--- config.mk ---
export PLATFORM = sky130hd
export DESIGN_NAME = memc_deskew_flat
export DESIGN_NICKNAME = d
export VERILOG_FILES = /design/src/rtl/memc_deskew_if.sv /design/src/rtl/memc_deskew.sv /design/src/flat_wrapper.sv
export SDC_FILE = /design/constraint.sdc
export NUM_CORES = 1
export LEC_CHECK = 0
export ABC_AREA = 1
export BUFFER_PORTS_ARGS = -buffer_cell sky130_fd_sc_hd__buf_2
export CAP_MARGIN = 40
export CORE_AREA = 2 2 369 371
export DETAILED_ROUTE_END_ITERATION = 8
export DIE_AREA = 0 0 371 373
export HOLD_SLACK_MARGIN = 0.08
export SETUP_SLACK_MARGIN = 0.05
export SYNTH_ARGS = -nofsm -noshare
export SYNTH_HDL_FRONTEND = slang
export SYNTH_SLANG_ARGS = --single-unit
--- constraint.sdc ---
create_clock -name clk -period 6.8 [get_ports clk]
set_clock_uncertainty 0.15 [all_clocks]
set_input_delay 0.68 -clock clk [delete_from_list [all_inputs] [get_ports clk]]
set_output_delay 0.68 -clock clk [all_outputs]
set_load 0.05 [all_outputs]
--- src/rtl/memc_deskew_if.sv ---
// memc_deskew handshake bundle: skewed C lanes in, aligned tile rows out.
// master drives the array side and consumes rows; slave is the deskew block.
interface memc_deskew_if #(
  parameter int BITS_C = 16,
  parameter int DIM    = 8
);
  localparam int AW = (DIM > 1) ? $clog2(DIM) : 1;

  logic                              cin_vld;
  logic signed [DIM-1:0][BITS_C-1:0] Cin;
  logic                              out_vld;
  logic                              out_rdy;
  logic signed [DIM-1:0][BITS_C-1:0] out_data;
  logic        [AW-1:0]              out_idx;

  modport master (
    output cin_vld, Cin, out_rdy,
    input  out_vld, out_data, out_idx
  );

  modport slave (
    input  cin_vld, Cin, out_rdy,
    output out_vld, out_data, out_idx
  );
endinterface

--- src/rtl/memc_deskew.sv ---
// Deskews systolic C lanes into a DIMxDIM tile and drains it row by row.
// `define MEMC_TRANSPOSE_EN to drain columns instead of rows.
module memc_deskew #(
  parameter int BITS_C = 16,
  parameter int DIM    = 8
) (
  input  logic          clk,
  input  logic          rst_n,
  input  logic          clr,
  memc_deskew_if.slave  bus,
  output logic          busy,
  output logic          ovf
);
  localparam int AW = (DIM > 1) ? $clog2(DIM) : 1;
  localparam logic [AW-1:0] LAST = AW'(DIM - 1);

  typedef logic signed [DIM-1:0][BITS_C-1:0] row_t;
  typedef enum logic [1:0] {IDLE, COLLECT, DRAIN} state_t;

  state_t         state, state_n;
  logic [AW-1:0]  wr_ptr, wr_n;
  logic [AW-1:0]  rd_ptr, rd_n;
  logic           ovf_n;
  logic           we;
  logic [DIM-2:0] vpipe;
  logic           aligned_vld;
  row_t           aligned;
  row_t           tile [DIM];
  row_t           dout;

  // lane k waits DIM-1-k cycles so all lanes meet lane DIM-1
  for (genvar k = 0; k < DIM; k++) begin : g_lane
    localparam int D = DIM - 1 - k;
    if (D == 0) begin : g_pass
      assign aligned[k] = bus.Cin[k];
    end else begin : g_dl
      logic [D-1:0][BITS_C-1:0] sr;
      always_ff @(posedge clk or negedge rst_n) begin
        if (!rst_n) begin
          sr <= '0;
        end else if (clr) begin
          sr <= '0;
        end else begin
          sr[0] <= bus.Cin[k];
          for (int i = 1; i < D; i++) sr[i] <= sr[i-1];
        end
      end
      assign aligned[k] = sr[D-1];
    end
  end

  always_ff @(posedge clk or negedge rst_n) begin
    if (!rst_n) begin
      vpipe <= '0;
    end else if (clr) begin
      vpipe <= '0;
    end else begin
      vpipe <= (vpipe << 1) | (DIM-1)'(bus.cin_vld);
    end
  end

  assign aligned_vld = vpipe[DIM-2];

  always_ff @(posedge clk or negedge rst_n) begin
    if (!rst_n) begin
      state  <= IDLE;
      wr_ptr <= '0;
      rd_ptr <= '0;
      ovf    <= 1'b0;
    end else if (clr) begin
      state  <= IDLE;
      wr_ptr <= '0;
      rd_ptr <= '0;
      ovf    <= 1'b0;
    end else begin
      state  <= state_n;
      wr_ptr <= wr_n;
      rd_ptr <= rd_n;
      ovf    <= ovf_n;
    end
  end

  always_comb begin
    state_n = state;
    wr_n    = wr_ptr;
    rd_n    = rd_ptr;
    ovf_n   = ovf;
    we      = 1'b0;
    unique case (1'b1)
      (state == IDLE): begin
        if (aligned_vld) begin
          we      = 1'b1;
          state_n = COLLECT;
          wr_n    = AW'(1);
        end
      end
      (state == COLLECT): begin
        if (aligned_vld) begin
          we = 1'b1;
          if (wr_ptr == LAST) begin
            state_n = DRAIN;
            wr_n    = '0;
          end else begin
            wr_n = wr_ptr + 1'b1;
          end
        end
      end
      (state == DRAIN): begin
        // no room while draining, including the final transfer cycle
        if (aligned_vld) ovf_n = 1'b1;
        if (bus.out_rdy) begin
          if (rd_ptr == LAST) begin
            state_n = IDLE;
            rd_n    = '0;
          end else begin
            rd_n = rd_ptr + 1'b1;
          end
        end
      end
      default: state_n = IDLE;
    endcase
  end

  always_ff @(posedge clk) begin
    if (we) tile[wr_ptr] <= aligned;
  end

  always_comb begin
    dout = '0;
    if (state == DRAIN) begin
      for (int j = 0; j < DIM; j++) begin
`ifdef MEMC_TRANSPOSE_EN
        dout[j] = tile[j][rd_ptr];
`else
        dout[j] = tile[rd_ptr][j];
`endif
      end
    end
  end

  assign bus.out_vld  = (state == DRAIN);
  assign bus.out_data = dout;
  assign bus.out_idx  = rd_ptr;
  assign busy         = (state != IDLE);
endmodule

--- src/flat_wrapper.sv ---
// flat-port wrapper written by rule: the top's interface ports become plain ports
module memc_deskew_flat 
#(
  parameter int BITS_C = 16,
  parameter int DIM    = 8
)
  (clk, rst_n, clr, busy, ovf, bus_cin_vld, bus_Cin, bus_out_rdy, bus_out_vld, bus_out_data, bus_out_idx);
  memc_deskew_if #(.BITS_C(BITS_C), .DIM(DIM)) bus_i ();
  input  logic clk;
  input  logic rst_n;
  input  logic clr;
  output logic busy;
  output logic ovf;
  input wire logic [$bits(bus_i.cin_vld)-1:0] bus_cin_vld;
  input wire logic [$bits(bus_i.Cin)-1:0] bus_Cin;
  input wire logic [$bits(bus_i.out_rdy)-1:0] bus_out_rdy;
  output wire logic [$bits(bus_i.out_vld)-1:0] bus_out_vld;
  output wire logic [$bits(bus_i.out_data)-1:0] bus_out_data;
  output wire logic [$bits(bus_i.out_idx)-1:0] bus_out_idx;
  assign bus_i.cin_vld = bus_cin_vld;
  assign bus_i.Cin = bus_Cin;
  assign bus_i.out_rdy = bus_out_rdy;
  assign bus_out_vld = bus_i.out_vld;
  assign bus_out_data = bus_i.out_data;
  assign bus_out_idx = bus_i.out_idx;
  memc_deskew #(.BITS_C(BITS_C), .DIM(DIM)) u_core (.clk(clk), .rst_n(rst_n), .clr(clr), .bus(bus_i), .busy(busy), .ovf(ovf));
endmodule
==> impl_metrics.ini <==
[status]
status = completed

[critical_path]
crit_fanout = 97
rrSetupSlack_ns = 3.81
cp-start-kind = flip-flop
endpoint_kind = primary output
critPathKind = flip-flop to primary output
cp.arrival_ns = 3.73
crit_required_ns = 5.97
r2r_cells = 6
worstReg2RegEnd = u_core.tile[0][42]$_DFFE_PP_
r2r_start = u_core.state[1]$_DFFE_PN0P_

[timing]
rsz0062_at_grt = no
setup_viol = 0
report.final.slew_viol_count = 0
worst_slew_pin_slew_ns = 1.18
whs_ns = 0.287
max_clock_freq_mhz = 219
maxSlewHeadroom_pct = 21.3
period_minus_slack_ns = 4.56
finalHoldViolations = 0
setup_tns_ns = 0
min_period_over_period_pct = 67.0

[power]
switchingPower_mw = 5.19
pwr-share-comb_pct = 10.8
p_leak_nw = 32.7
ir_drop_mv = 0.235
clockPowerShare_pct = 41.2
p_int_mw = 15.2
sw_frac_of_total_pct = 25.4
power_density_nw_per_um2 = 292
power_frac_seq_pct = 48.0

[yosys]
synth_top_family_by_area = simple AND/OR/NAND/NOR gates
ys.flop_type = edfxtp_1
postSynth.asyncResetShare_pct = 31.2
ys_types = 19
ys_seq_elements = 1488
synth_cells = 5925
netlist_area_um2 = 60200
synth_compound_area_share_pct = 0.108
syn_avg_cell_area_um2 = 10.2
synthAdderAreaFrac_pct = 0.0831
syn_nets = 6062
ys_seq_area_share_pct = 70.3
synth_edf_count = 1024
synthSimpleGateAreaFrac_pct = 18.0
synth_xor_area_share_pct = 0
yosys_warnings = 0
synthMuxAreaShare_pct = 0

[layout]
drive_above_1_share_pct = 9.19
finalNetCount = 6422
layout.area.seq_um2 = 42400
fin_area_um2 = 70100
fill_cells = 11638
n_antenna_cell = 0
areaGrowthSynthToFinish_pct = 16.4
multi_input_area_um2 = 11000

[die]
top_level_ports = 267
rows = 135
fp.dieW_um = 371
die-area_um2 = 138000
initial_core_util_pct = 44.7
die_y_um = 373
core-area_um2 = 135000

[clock_tree]
cts_num_sinks = 1488
cts_root_buf = clkbuf_16
cts_tree = done
cts_htree_levels = 4
clock_path_buffers = 3
cts_resized = 0
cts_buffers = 156
post_cts_buffers = 0
clk_latency_ns = 0.79
clkTransAtPathRegs_ns = 0.06

[place]
dp_hpwl_um = 67100
port_buffers = 266
gp_congestion = 0.749
dpl-instance-area_um2 = 63600

[global_routing]
track_usage_pct = 19.2
grt_max_degree = 222
antenna_found_initial = 4
grt_pass1_vias = 36551
grt_pass1_wl_um = 206000
grt_overflow_total = 0

[drt]
wirelength_um = 131000
route.detailed.drc = 0
drt-vias-per-instance = 4.58
first_pass_iters = 5
vias = 37539
drtIter0Drc = 2574
ant_nets = 0
wire_per_inst_um = 16.0

[run]
max_cap_viol_count = 0

[hold_path]
hold_depth = 2
hold_end = u_core.g_lane[0].g_dl.sr[62]$_DFF_PN0_
holdCritPathClass = flip-flop to flip-flop
hold_start = u_core.g_lane[0].g_dl.sr[46]$_DFF_PN0_
cells in the mapped netlist (2+ instances only):
cell / instances / area, µm²
buf_2: 202 / 1010
inv_1: 1489 / 5590
nand2_1: 1295 / 4860
clkbuf_1: 29 / 109
o21ai_0: 8 / 40.0
buf_6: 5 / 56.3
edfxtp_1: 1024 / 30700
ha_1: 4 / 50.1
nor2_1: 725 / 2720
buf_1: 17 / 63.8
nand3_1: 645 / 3230
dfrtp_1: 464 / 11600
o22ai_1: 2 / 12.5
buf_4: 11 / 82.6
cell usage in the layout (no fill, tap or decap), types with 38 or more instances in the layout:
| master | n |
|---|---|
| buf_2 | 264 |
| buf_4 | 38 |
| clkbuf_16 | 162 |
| dfrtp_1 | 461 |
| dlygate4sd3_1 | 131 |
| edfxtp_1 | 1024 |
| inv_1 | 1489 |
| nand2_1 | 1295 |
| nand3_1 | 645 |
| nor2_1 | 717 |
final cells by class:
| type | count | share of cell area, % |
|---|---|---|
| repair buffers | 466 | 5.29 |
| flip-flops and latches | 1488 | 60.4 |
| multi-input cells | 2682 | 15.7 |
| well taps | 1781 | 3.18 |
| inverters | 1491 | 8.02 |
| clock buffers | 222 | 6.45 |
| clock inverters | 70 | 0.925 |
repair_timing:
| action | CTS | global route |
|---|---|---|
| hold buffers | 131 | 0 |
| setup endpoints to repair | 0 | 0 |
| endpoints found under the hold margin | 335 | 0 |
worst max path at each step:
stage                                      start                           to  slack (ns)  cells after the start
3_5_place_dp   u_core.bus.out_idx[1]$_DFFE_PN0P_             bus_out_data[15]        3.05                      9
3_3_place_gp   u_core.bus.out_idx[1]$_DFFE_PN0P_             bus_out_data[15]        2.83                      7
6_report       u_core.bus.out_idx[1]$_DFFE_PN0P_             bus_out_data[21]        2.24                      9
5_1_grt        u_core.bus.out_idx[0]$_DFFE_PN0P_             bus_out_data[42]        2.05                      8
4_1_cts        u_core.bus.out_idx[1]$_DFFE_PN0P_             bus_out_data[15]        2.15                      9
2_1_floorplan        u_core.state[1]$_DFFE_PN0P_  u_core.tile[0][0]$_DFFE_PP_       0.004                      3
sequential cells by signal, indices dropped and copies added, names as in the netlist:
| signal | flops |
|---|---|
| u_core.state | 2 |
| u_core.tile | 1024 |
| u_core.aligned | 96 |
| u_core.bus.out_idx | 3 |
| u_core.g_lane.g_dl.sr | 352 |
| u_core.wr_ptr | 3 |
| u_core.ovf | 1 |
| u_core.vpipe | 7 |
logic make-up (layout without fill, tap and decap cells):
group	after synthesis	count (layout)
compound gates	12	12
fa+ha+maj	4	4
buf+inv	1755	2249
flops	1488	1488
simple gates	2666	2666
critical path, stage by stage, from the launching register on:
cell,delay (ns)
dfrtp_4,0.58
buf_16,0.26
inv_8,0.20
buf_16,0.40
buf_4,0.50
nand3_1,0.14
nand3_1,0.09
nand2_1,0.06
nor2_1,0.23
buf_2,0.31
per-stage QoR:
step | cells | setup WS [ns] | util [%] | power (mW)
finish | 8200 | 2.24 | 52.1 | 20.4
global route | 8200 | 2.05 | 52.1 | 21.2
CTS | 8200 | 2.15 | 52.1 | 20.7
detailed placement | 7777 | 3.05 | 47.3 | 12.2
global placement | 7758 | 2.83 | 46.9 | 12.1
floorplan | 5925 | 0.00448 | - | 11.5
layer usage:
layer | vias to the layer above | GRT usage, % | wire, µm
met5 | - | 0 | 36
met4 | 4 | 6.36 | 3540
met3 | 217 | 3.23 | 6400
met2 | 822 | 31.6 | 62700
met1 | 17846 | 25.9 | 58800
li1 | 18650 | - | -
power groups by stage:
stage / Clock [mW] / Sequential (mW) / Combinational [mW]
final: 8.42 / 9.81 / 2.20
after global routing: 8.99 / 9.81 / 2.42
after CTS: 8.62 / 9.81 / 2.23
after detailed placement: 0 / 9.99 / 2.17
after global placement: 0 / 10.0 / 2.09
after floorplan: 0 / 9.96 / 1.52
No activity file was read; power rests on OpenSTA's default activity.
